**config.mk**
```make
export PLATFORM = sky130hd
export DESIGN_NAME = gmii_tx_arbiter
export DESIGN_NICKNAME = d
export VERILOG_FILES = /design/src/rtl/gmii_pkg.sv /design/src/rtl/gmii_rr_pick.sv /design/src/rtl/gmii_tx_arbiter.sv
export SDC_FILE = /design/constraint.sdc
export NUM_CORES = 1
export LEC_CHECK = 0
export ABC_AREA = 1
export CORE_AREA = 2 2 57 65
export CTS_CLUSTER_SIZE = 40
export DETAILED_ROUTE_END_ITERATION = 6
export DIE_AREA = 0 0 59 67
export PLACE_DENSITY = 0.63
export SETUP_SLACK_MARGIN = 0.3
export SLEW_MARGIN = 20
export SYNTH_ARGS = -nofsm -noshare
export SYNTH_HDL_FRONTEND = slang
export SYNTH_HIERARCHICAL = 1
export SYNTH_SLANG_ARGS = --single-unit
```
**constraint.sdc**
```tcl
create_clock -name aclk -period 2.85 [get_ports aclk]
set_input_delay 0.57 -clock aclk [delete_from_list [all_inputs] [get_ports aclk]]
set_output_delay 0.57 -clock aclk [all_outputs]
set_load 0.05 [all_outputs]
```
**src/rtl/gmii_pkg.sv**
```systemverilog
`default_nettype none
// ============================================================================
// Module      : gmii_pkg
// Description : Shared types and constants for the GMII TX arbiter slice.
//               GMII_DATA_W - byte lane width of the TX stream
//               GRANT_W     - width of the grant index (up to 8 sources)
//               arb_state_t - arbiter state encoding
// Revision    : 1.0 - initial release
// ============================================================================
package gmii_pkg;

    localparam int GMII_DATA_W = 8;
    localparam int GRANT_W     = 3;

    typedef enum logic [1:0] {
        IDLE  = 2'd0,
        PASS  = 2'd1,
        FLUSH = 2'd2
    } arb_state_t;

endpackage
`default_nettype wire

```
**src/rtl/gmii_rr_pick.sv**
```systemverilog
`default_nettype none
// ============================================================================
// Module      : gmii_rr_pick
// Description : Combinational rotating-priority picker. Returns the first
//               requesting port found when searching upward from
//               last_grant+1, wrapping at NUM_PORTS. The port named by
//               last_grant is therefore searched last.
// Ports       : req        - per-port request vector
//               last_grant - most recently served port
//               found      - at least one request is present
//               index      - winning port (0 when found=0)
// Revision    : 1.0 - initial release
// ============================================================================
module gmii_rr_pick
    import gmii_pkg::*;
#(
    parameter int NUM_PORTS = 2
) (
    input  logic [NUM_PORTS-1:0] req,
    input  logic [GRANT_W-1:0]   last_grant,
    output logic                 found,
    output logic [GRANT_W-1:0]   index
);

    int cand;

    // Walk offsets from farthest to nearest so the nearest requester,
    // written last, wins.
    always_comb begin
        found = 1'b0;
        index = '0;
        cand  = 0;
        for (int off = NUM_PORTS; off >= 1; off--) begin
            cand = int'(last_grant) + off;
            if (cand >= NUM_PORTS) begin
                cand = cand - NUM_PORTS;
            end
            for (int i = 0; i < NUM_PORTS; i++) begin
                if (req[i] && (cand == i)) begin
                    found = 1'b1;
                    index = GRANT_W'(i);
                end
            end
        end
    end

endmodule
`default_nettype wire

```
**src/rtl/gmii_tx_arbiter.sv**
```systemverilog
`default_nettype none
// ============================================================================
// Module      : gmii_tx_arbiter
// Description : Frame-level round-robin arbiter sharing one 8-bit
//               AXI-Stream TX path between NUM_PORTS sources. A grant is
//               held from the first beat to the accepted tlast beat, and the
//               output is a single register stage.
//               Optional macro GMII_TX_ARB_TIMEOUT_EN adds a mid-frame
//               starvation timeout that terminates the frame with a 0x00
//               tlast beat and discards the remainder of the source frame.
// Ports       : aclk, areset          - clock, synchronous active-high reset
//               s_tdata/tvalid/tlast  - source streams (port i: bits 8i+7:8i)
//               s_tready              - per-source ready
//               m_tdata/tvalid/tlast  - registered output stream
//               m_tready              - downstream ready
//               grant_id              - granted port, valid while busy
//               busy                  - high while passing a frame
// Revision    : 1.0 - initial release
// ============================================================================
module gmii_tx_arbiter
    import gmii_pkg::*;
#(
    parameter int NUM_PORTS      = 2,
    parameter int TIMEOUT_CYCLES = 256
) (
    input  logic                             aclk,
    input  logic                             areset,
    input  logic [GMII_DATA_W*NUM_PORTS-1:0] s_tdata,
    input  logic [NUM_PORTS-1:0]             s_tvalid,
    input  logic [NUM_PORTS-1:0]             s_tlast,
    output logic [NUM_PORTS-1:0]             s_tready,
    output logic [GMII_DATA_W-1:0]           m_tdata,
    output logic                             m_tvalid,
    output logic                             m_tlast,
    input  logic                             m_tready,
    output logic [GRANT_W-1:0]               grant_id,
    output logic                             busy
);

    arb_state_t             state_q, state_d;
    logic [GRANT_W-1:0]     grant_q, grant_d;
    logic [GRANT_W-1:0]     last_grant_q, last_grant_d;
    logic [GMII_DATA_W-1:0] m_tdata_q, m_tdata_d;
    logic                   m_tvalid_q, m_tvalid_d;
    logic                   m_tlast_q, m_tlast_d;

    logic                   w_pick_found;
    logic [GRANT_W-1:0]     w_pick_idx;
    logic                   w_sel_valid;
    logic                   w_sel_last;
    logic [GMII_DATA_W-1:0] w_sel_data;
    logic                   w_out_free;

`ifdef GMII_TX_ARB_TIMEOUT_EN
    localparam int CNT_W = $clog2(TIMEOUT_CYCLES + 1);
    logic [CNT_W-1:0] cnt_q, cnt_d;
`else
    logic w_unused_timeout;
    assign w_unused_timeout = (TIMEOUT_CYCLES != 0);
`endif

    gmii_rr_pick #(
        .NUM_PORTS (NUM_PORTS)
    ) u_pick (
        .req        (s_tvalid),
        .last_grant (last_grant_q),
        .found      (w_pick_found),
        .index      (w_pick_idx)
    );

    // Granted-port mux
    always_comb begin
        w_sel_valid = 1'b0;
        w_sel_last  = 1'b0;
        w_sel_data  = '0;
        for (int i = 0; i < NUM_PORTS; i++) begin
            if (grant_q == GRANT_W'(i)) begin
                w_sel_valid = s_tvalid[i];
                w_sel_last  = s_tlast[i];
                w_sel_data  = s_tdata[i*GMII_DATA_W +: GMII_DATA_W];
            end
        end
    end

    // The output register can take a new beat when empty or draining now.
    assign w_out_free = !m_tvalid_q || m_tready;

    always_comb begin
        state_d      = state_q;
        grant_d      = grant_q;
        last_grant_d = last_grant_q;
        m_tdata_d    = m_tdata_q;
        m_tlast_d    = m_tlast_q;
        m_tvalid_d   = m_tvalid_q;
        s_tready     = '0;
`ifdef GMII_TX_ARB_TIMEOUT_EN
        cnt_d        = '0;
`endif
        // Drain by default; a fresh load below overrides this.
        if (m_tready) begin
            m_tvalid_d = 1'b0;
        end

        case (state_q)
            IDLE: begin
                if (w_pick_found) begin
                    grant_d      = w_pick_idx;
                    last_grant_d = w_pick_idx;
                    state_d      = PASS;
                end
            end
            PASS: begin
                for (int i = 0; i < NUM_PORTS; i++) begin
                    s_tready[i] = (grant_q == GRANT_W'(i)) && w_out_free;
                end
                if (w_sel_valid && w_out_free) begin
                    m_tdata_d  = w_sel_data;
                    m_tlast_d  = w_sel_last;
                    m_tvalid_d = 1'b1;
                    if (w_sel_last) begin
                        state_d = IDLE;
                    end
                end
`ifdef GMII_TX_ARB_TIMEOUT_EN
                // Count only while the source is silent and nothing is
                // waiting in the output register.
                else if (!w_sel_valid && !m_tvalid_q) begin
                    if (cnt_q == CNT_W'(TIMEOUT_CYCLES - 1)) begin
                        m_tdata_d  = '0;
                        m_tlast_d  = 1'b1;
                        m_tvalid_d = 1'b1;
                        state_d    = FLUSH;
                    end else begin
                        cnt_d = cnt_q + 1'b1;
                    end
                end
`endif
            end
`ifdef GMII_TX_ARB_TIMEOUT_EN
            FLUSH: begin
                // Swallow the rest of the abandoned source frame.
                for (int i = 0; i < NUM_PORTS; i++) begin
                    s_tready[i] = (grant_q == GRANT_W'(i));
                end
                if (w_sel_valid && w_sel_last) begin
                    state_d = IDLE;
                end
            end
`endif
            default: begin
                state_d = IDLE;
            end
        endcase
    end

    always_ff @(posedge aclk) begin
        if (areset) begin
            state_q      <= IDLE;
            grant_q      <= '0;
            last_grant_q <= GRANT_W'(NUM_PORTS - 1);
            m_tdata_q    <= '0;
            m_tlast_q    <= 1'b0;
            m_tvalid_q   <= 1'b0;
`ifdef GMII_TX_ARB_TIMEOUT_EN
            cnt_q        <= '0;
`endif
        end else begin
            state_q      <= state_d;
            grant_q      <= grant_d;
            last_grant_q <= last_grant_d;
            m_tdata_q    <= m_tdata_d;
            m_tlast_q    <= m_tlast_d;
            m_tvalid_q   <= m_tvalid_d;
`ifdef GMII_TX_ARB_TIMEOUT_EN
            cnt_q        <= cnt_d;
`endif
        end
    end

    assign m_tdata  = m_tdata_q;
    assign m_tvalid = m_tvalid_q;
    assign m_tlast  = m_tlast_q;
    assign grant_id = grant_q;
    assign busy     = (state_q == PASS);

endmodule
`default_nettype wire

```
==> flow_summary.json <==
{
  "portBuffers": 38,
  "tightest_slew_ns": 0.5132,
  "wire_per_inst_um": 10.83,
  "finClkSkew_ns": 0.0008437,
  "ys_ff_latch": 15,
  "grt-ovfl-total": 0,
  "hold_violations": 0,
  "grt_max_degree": 15,
  "hpwl_mm": 2.167,
  "min_path_type": "reg -> reg",
  "syn_area_um2": 1185,
  "cts_made_buffers": 3,
  "vias_per_cell": 4.556,
  "clock_sinks": 15,
  "n_fill_cell": 337,
  "gp_congestion": 0.7444,
  "synthArstFlopShare": 0,
  "cts-hold-fix-buffers": 0,
  "syn_inst": 184,
  "synth_commonest_cells": "inv_1 (33), nand2_1 (33), nand3_1 (19)",
  "cp.required_ns": 2.28,
  "dr.first_iter.drc_count": 24,
  "postRouteWirelength_mm": 2.783,
  "tritoncts": "yes",
  "syn2layout_area_growth_pct": 38.01,
  "grt_pass1_vias": 1024,
  "relSlewSlack": 0.6568,
  "fin_ws_ns": 0.5514,
  "outcome": "complete, no violations",
  "power.density_nw_per_um2": 853.9,
  "final.period_utilization": 0.8065,
  "max_freq_ghz": 0.4350,
  "die_h_um": 67,
  "clock_latency_ns": 0.27,
  "synth_cell_type_count": 23,
  "tns_ns": 0,
  "dieArea_um2": 3953,
  "cts_setup_buffers": 0,
  "ys_warn_count": 6,
  "ant_nets": 0,
  "cp-start-kind": "flip-flop",
  "die_width_um": 59,
  "synth_top_area_frac": 0.2534,
  "cp_max_fo": 14,
  "path_clk_slew_ns": 0.08,
  "synth_edf_count": 0,
  "ctsResizeCount": 0,
  "fin_crit_ns": 2.299,
  "antenna_cells": 0,
  "synthTopCellsByArea": "dfxtp_1 (25%), inv_1 (10%), nand2_1 (10%)",
  "pin_count": 39,
  "max_cap_violations": 0,
  "clock_path_buffers": 2,
  "synth-seq-area-share": 0.2534,
  "ir_drop_v": 0.0003055,
  "crit_type": "reg -> out",
  "fin_nets": 254,
  "drive_gt1_frac": 0.1086,
  "hold_slack_ns": 0.4777,
  "final-setup-viol-count": 0,
  "htreeDepth": 1,
  "maxSlewViolCount": 0,
  "fin_util": 0.5035,
  "initial_core_util": 0.3648,
  "ys.flop_type": "dfxtp_1",
  "synth_top_area_cell": "dfxtp_1",
  "core-area_um2": 3248,
  "grt_pass1_wl_mm": 4.781,
  "vias": 1171,
  "drt_pre_antenna_iters": 4,
  "endpoint_kind": "primary output",
  "rsz0062_at_grt": "no",
  "route.detailed.drc": 0,
  "gr-usage-all-layers": 0.1546,
  "rows": 22,
  "p_total_mw": 1.396,
  "syn_area_per_cell_um2": 6.440,
  "p_leak_nw": 0.7637,
  "antenna_found_initial": 0,
  "cts_root_buffer": "clkbuf_4",
  "post-place-ws_ns": 0.3844,
  "cp.arrival_ns": 1.73
}
## critical path: stages (launching register included)
cell and delay [ns]:
dfxtp_1 0.41, inv_1 0.38, nand3_1 0.12, buf_4 0.19, nor2_1 0.19, buf_12 0.17
## state kept, by name (all words and copies together) (netlist names)
register	flops
grant_id	3
last_grant_q	1
m_tdata	8
m_tlast	1
m_tvalid	1
state_q	1
## placed cells by master (no fill, tap or decap), types with 2 or more instances in the layout
cell,n
clkdlybuf4s50_1,36
inv_1,33
nand2_1,33
nand3_1,19
o21ai_0,18
nor2_1,16
a21oi_1,13
dfxtp_1,13
ha_1,9
nand2_2,7
nand4_1,3
clkbuf_4,3
nor2_4,2
dfxtp_2,2
buf_12,2
buf_4,2
conb_1,2
## routing by layer
metal  vias to the layer above  GRT usage  part of all wire  routed length, um
met5                         -          0                 0                  0
met4                         0    0.02557            0.0065                 18
met3                         2    0.03689             0.030                 83
met2                        23     0.2458              0.47               1310
met1                       493     0.2130              0.49               1370
li1                        653          -                 -                  -
## power by group
group	switching, mW	internal [mW]
combinational	0.602	0.346
clock	0.0620	0.0542
sequential	0.0700	0.262
## through the flow
step / instance area (um2) / cells
6_report: 1635 / 257
5_1_grt: 1635 / 257
4_1_cts: 1633 / 257
3_5_place_dp: 1607 / 253
3_3_place_gp: 1607 / 253
2_1_floorplan: 1204 / 185
## worst paths after layout
check | start | endpoint | slack, ns | cells after the start
worst min register to register | m_tlast | m_tlast | 0.48 | 2
worst min-delay path | m_tlast | m_tlast | 0.48 | 2
worst max register to register | grant_id[1] | grant_id[2] | 0.57 | 15
worst max-delay path | grant_id[2] | s_tready[1] | 0.55 | 5
## kinds of logic (layout without fill, tap and decap cells)
family	count (synthesis)	count (layout)	synth area share
and+or+nand+nor	86	86	0.3569
buffers and inverters	41	77	0.1531
AOI/OAI and AO/OA	32	32	0.1383
DFF	15	15	0.2534
adders and majority gates	9	9	0.09504
other	1	2	0.003165
## layout make-up
cell class	instances	area [um2]	share of cell area
inverters	33	123.9	0.07575
flip-flops and latches	15	302.8	0.1852
well taps	36	45.04	0.02754
multi-input cells	129	721.9	0.4415
clock buffers	4	26.28	0.01607
repair buffers	40	415.4	0.2540
Note: power is estimated with default switching activity, not from simulation.
